`src/rtl/axis_packet_fifo.sv`:
```
// axis_packet_fifo: single-clock AXI4-Stream FIFO carrying tdata, tkeep and
// tlast, with registered fill-level, packet-count and almost-full status.
// Build option: define AXIS_PACKET_FIFO_PACKET_MODE_EN for store-and-forward
// output (a packet is released only once its tlast is buffered, or when the
// FIFO is full). Without it the FIFO is cut-through.
module axis_packet_fifo #(
   parameter int TDATA_WIDTH  = 8,
   parameter int DEPTH        = 16,
   parameter int AFULL_THRESH = DEPTH - 2,
   parameter int KEEP_WIDTH   = TDATA_WIDTH / 8
) (
   input  logic                   aclk,
   input  logic                   areset,
   input  logic [TDATA_WIDTH-1:0] s_axis_tdata,
   input  logic [KEEP_WIDTH-1:0]  s_axis_tkeep,
   input  logic                   s_axis_tlast,
   input  logic                   s_axis_tvalid,
   output logic                   s_axis_tready,
   output logic [TDATA_WIDTH-1:0] m_axis_tdata,
   output logic [KEEP_WIDTH-1:0]  m_axis_tkeep,
   output logic                   m_axis_tlast,
   output logic                   m_axis_tvalid,
   input  logic                   m_axis_tready,
   output logic [$clog2(DEPTH):0] fill_level,
   output logic [$clog2(DEPTH):0] pkt_count,
   output logic                   almost_full
);
   localparam int AW = $clog2(DEPTH);
   localparam int PW = AW + 1;
   localparam int EW = TDATA_WIDTH + KEEP_WIDTH + 1;

   typedef logic [PW-1:0] cnt_t;

   logic [EW-1:0] mem [DEPTH];
   cnt_t          wr_ptr, rd_ptr;
   cnt_t          fill_next, pkt_next;
   logic          full, empty;
   logic          wr_en, rd_en, wr_last, rd_last;

   // Wrap-bit pointer comparison: same index with different lap means full.
   assign full  = (wr_ptr[AW] != rd_ptr[AW]) && (wr_ptr[AW-1:0] == rd_ptr[AW-1:0]);
   assign empty = (wr_ptr == rd_ptr);

   // Ready depends only on stored pointers, never on m_axis_tready; it is
   // held low while reset is asserted.
   assign s_axis_tready = !full && !areset;

   assign wr_en   = s_axis_tvalid && s_axis_tready;
   assign rd_en   = m_axis_tvalid && m_axis_tready;
   assign wr_last = wr_en && s_axis_tlast;
   assign rd_last = rd_en && m_axis_tlast;

   // Head entry drives the read side directly; it cannot change until read.
   assign {m_axis_tdata, m_axis_tkeep, m_axis_tlast} = mem[rd_ptr[AW-1:0]];

   // Storage write on an accepted beat.
   always_ff @(posedge aclk) begin
      // NOTE: the array has no reset; stale entries are unreachable because
      // the pointers are reset, and leaving it out keeps it mappable to RAM.
      if (wr_en) begin
         mem[wr_ptr[AW-1:0]] <= {s_axis_tdata, s_axis_tkeep, s_axis_tlast};
      end
   end

   // Pointer advance on write and read accepts.
   always_ff @(posedge aclk) begin
      // NOTE: state is updated with <= so every register samples pre-edge
      // values no matter how the blocks are ordered.
      if (areset) begin
         wr_ptr <= '0;
         rd_ptr <= '0;
      end else begin
         if (wr_en) wr_ptr <= wr_ptr + cnt_t'(1);
         if (rd_en) rd_ptr <= rd_ptr + cnt_t'(1);
      end
   end

   // Next-state of the status counters from this cycle's accepts.
   always_comb begin
      // NOTE: defaults come first so every path assigns and no latch appears.
      fill_next = fill_level;
      pkt_next  = pkt_count;
      if (wr_en && !rd_en) begin
         fill_next = fill_level + cnt_t'(1);
      end else if (!wr_en && rd_en) begin
         fill_next = fill_level - cnt_t'(1);
      end
      if (wr_last && !rd_last) begin
         pkt_next = pkt_count + cnt_t'(1);
      end else if (!wr_last && rd_last) begin
         pkt_next = pkt_count - cnt_t'(1);
      end
   end

   // Registered status outputs.
   always_ff @(posedge aclk) begin
      if (areset) begin
         fill_level  <= '0;
         pkt_count   <= '0;
         almost_full <= (AFULL_THRESH == 0);
      end else begin
         fill_level  <= fill_next;
         pkt_count   <= pkt_next;
         almost_full <= (int'(fill_next) >= AFULL_THRESH);
      end
   end

`ifdef AXIS_PACKET_FIFO_PACKET_MODE_EN
   logic draining;

   // Set once a packet has started leaving without its tlast, so an oversize
   // packet keeps streaming after full clears.
   always_ff @(posedge aclk) begin
      if (areset) begin
         draining <= 1'b0;
      end else if (rd_en) begin
         draining <= !m_axis_tlast;
      end
   end

   assign m_axis_tvalid = !empty && ((pkt_count != '0) || full || draining);
`else
   assign m_axis_tvalid = !empty;
`endif

endmodule
```
`config.mk`:
```
export PLATFORM = sky130hd
export DESIGN_NAME = axis_packet_fifo
export DESIGN_NICKNAME = d
export VERILOG_FILES = /design/src/rtl/axis_packet_fifo.sv
export SDC_FILE = /design/constraint.sdc
export NUM_CORES = 1
export LEC_CHECK = 0
export BUFFER_PORTS_ARGS = -buffer_cell sky130_fd_sc_hd__buf_2
export CAP_MARGIN = 15
export CORE_ASPECT_RATIO = 1.4
export CORE_MARGIN = 1.5
export CORE_UTILIZATION = 55
export CTS_BUF_LIST = sky130_fd_sc_hd__clkbuf_2
export DETAILED_ROUTE_END_ITERATION = 12
export GPL_TIMING_DRIVEN = 0
export PLACE_DENSITY = 0.73
export SYNTH_ARGS = -nofsm -noshare
export SYNTH_HDL_FRONTEND = slang
export SYNTH_SLANG_ARGS = --single-unit
```
`constraint.sdc`:
```
create_clock -name aclk -period 3.6 [get_ports aclk]
set_input_delay 0.72 -clock aclk [delete_from_list [all_inputs] [get_ports aclk]]
set_output_delay 0.72 -clock aclk [all_outputs]
set_load 0.005 [all_outputs]
```
==> impl_metrics.toml <==
[global_route]
grt_pass1_wl_um = 22100
grt_use_total_pct = 22.2
grt_max_degree = 18
grt_overflow = 0
antenna_found_initial = 1
grt_pass1_vias = 3902

[drt]
met2WireLength_um = 7980
post-route-drc-count = 0
num_vias = 3721
routed_via_density = 5.72
top_layer_used = "met4"
drt_iter0_drc = 204
drt_pre_antenna_iters = 4
route.met3.wl_um = 626
wl_met1_um = 5530
finalWirelength_um = 14500
ant_nets = 0
routedWlPerCell_um = 22.3

[worst_setup_path]
max_stage_delay_ns = 0.54
worstSetupEndpointType = "flop"
worstSetupStartpointType = "flop"
rr_endpoint = "pkt_count[4]"
r2r_cells = 13
rrSetupSlack_ns = 0.17
path_cells = "clkbuf_2, buf_6, mux4_2, mux4_2, nand2_1, ha_1, inv_1, fa_2, a21o_1, a21oi_2, xnor2_1, or3_1, a21oi_1"
cpMostUsedCell = "mux4_2"
critPathRequiredTime_ns = 4.28
crit_end = "pkt_count[4]"
crit_fanout = 6
critPathKind = "flop to flop"
slowest_stage = "mux4_2"
arrival_ns = 4.11

[timing]
setup_viol = 0
fmax_mhz = 291
period_share_pct = 95.4
setup_tns_ns = 0
slew_headroom_pct = 20.6
finalMaxSlewViolations = 0
hold-worst-slack_ns = 0.242
finClkSkew_ns = 0.0382
worst_slew_pin_slew_ns = 1.19
min_period_ns = 3.43
rsz0062_at_grt = "no"
hold_violations = 0
post-route-worst-setup-slack_ns = 0.166

[floorplanning]
chipWidth_um = 101
coreArea_um2 = 13300
dieHeight_um = 141
io_pins = 37
start_util_pct = 55.9
rows = 50
fp.dieArea_um2 = 14300

[cts]
cts_tree = "yes"
clk_pin_slew_ns = 0.25
h-tree-depth = 4
clockBufferDepth = 2
postCtsHoldBufs = 0
clock_latency_ns = 0.72
cts_buffers = 17
cts.sinks = 185
cts_root_buf = "clkbuf_2"

[final_layout]
fillerInstances = 966
area_growth_pct = 10.3
final_common_cell = "edfxtp_1"
nets = 480
final_util_pct = 61.7
drive_gt1_share_pct = 34.0
mostFrequentLayoutCells = "edfxtp_1 (160), mux4_2 (50), buf_2 (38)"

[synthesis]
synth_top_family_by_area = "multiplexers"
syn_area_per_cell_um2 = 19.2
synthMuxAreaShare_pct = 15.7
synth_compound_area_share_pct = 2.10
synth-adder-area-share_pct = 2.12
synth_cell_types = 42
postSynthCellCount = 388
syn-num-nets = 414
synth-seq-cells = 185
syn_area_um2 = 7450
synth-seq-area-share_pct = 71.2
synthSimpleGateAreaFrac_pct = 4.40
yosys_warnings = 0
synth_xor_area_share_pct = 2.69

[outcome]
status = "finished clean"

[placed_design]
hpwlAfterDp_um = 9420
port_buffers = 36
routabilityCongestion = 0.779
dp_worst_setup_slack_ns = -0.186

[power_and_ir_drop]
ir_drop_mv = 0.283
powerDensity_nw_per_um2 = 496
p_leak_uw = 0.00272

[job]
cap_violations = 0

[worst_hold_path]
hold_class = "input pin to flop"
-- worst max-delay path: cells and delay by family (launching register included) --
kind / cells / cell delay [ns]
XOR/XNOR: 1 / 0.09
AND/OR/NAND/NOR: 2 / 0.41
AO/OA/AOI/OAI: 3 / 0.50
flip-flops: 1 / 0.36
adder cells (fa/ha/maj): 2 / 0.57
multiplexers: 2 / 1.05
buffers and inverters: 3 / 0.40
-- routing by layer --
metal | up-vias | track usage, %
li1 | 1666 | -
met1 | 1899 | 26.9
met2 | 127 | 39.0
met3 | 29 | 4.12
met4 | 0 | 8.48
met5 | - | 0
-- synthesized netlist by cell type, drive strengths merged --
cell type,count,area share (%)
o21ai,3,0.20
a21o,2,0.20
xor2,10,1.3
clkbuf,8,0.40
o221a,1,0.15
a21oi,9,0.76
buf,11,1.1
or3,2,0.17
nand4,3,0.25
nor2,37,2.0
dfxtp,25,6.7
mux2i,2,0.44
nand3,4,0.27
nand2,12,0.71
ha,11,1.8
nor2b,1,0.084
o22ai,1,0.084
o31ai,1,0.10
edfxtp,160,64
and2,2,0.17
o21a,1,0.10
a311oi,1,0.12
fa,1,0.27
xnor2,12,1.4
o32ai,1,0.22
a31oi,1,0.17
nor3,4,0.27
mux2,1,0.15
nand2b,3,0.25
mux4,50,15
inv,6,0.30
and4,2,0.24
-- worst min-delay path by stage --
stage                      start       endpoint  slack [ns]  cells past startpoint
floorplan           pkt_count[4]   pkt_count[4]        0.47                      2
global placement    pkt_count[4]   pkt_count[4]        0.47                      2
detailed placement  pkt_count[4]   pkt_count[4]        0.50                      2
CTS                       areset  fill_level[3]        0.18                      2
global route              areset  fill_level[3]        0.16                      2
finish                    areset  fill_level[3]        0.24                      2
-- sequential cells by signal, summed over array words and instances (netlist names), named ones only --
| signal | flops |
|---|---|
| wr_ptr | 5 |
| rd_ptr | 5 |
| mem | 160 |
| almost_full | 1 |
| pkt_count | 5 |
| fill_level | 5 |
-- metrics by stage --
stage / total power [uW] / std cells / area [um2]
2_1_floorplan: 2970 / 388 / 7450
3_3_place_gp: 3150 / 606 / 7860
3_5_place_dp: 3180 / 610 / 7920
4_1_cts: 4090 / 643 / 8150
5_1_grt: 4250 / 650 / 8220
6_report: 4080 / 650 / 8220
-- where the power goes --
group	total [uW]	switching [uW]	internal (uW)
logic	729	351	378
clock network	924	672	252
registers	2420	47.0	2380
total	4080	1070	3010
-- cell families after synthesis --
family	count (synthesis)
buffers and inverters	25
AND/OR/NAND/NOR	70
flip-flops	185
multiplexers	53
adder cells (fa/ha/maj)	12
XOR/XNOR	22
AO/OA/AOI/OAI	21
-- cell type report --
cell class	instances	area, um2	share of cell area [%]
Tap cell	182	228	2.77
Clock buffer	19	95.1	1.16
Inverter	6	22.5	0.274
Antenna cell	1	2.50	0.0305
Multi-Input combinational cell	178	2040	24.8
Timing Repair Buffer	48	300	3.65
Sequential cell	185	5310	64.6
Buffer	18	124	1.51
Clock inverter	13	103	1.25
-- what timing repair did --
item,CTS,global route
buffers inserted,2,0
pin swaps,0,0
endpoints found under the setup margin,11,10
resized for setup,7,6
(Power assumes the default switching activity.)
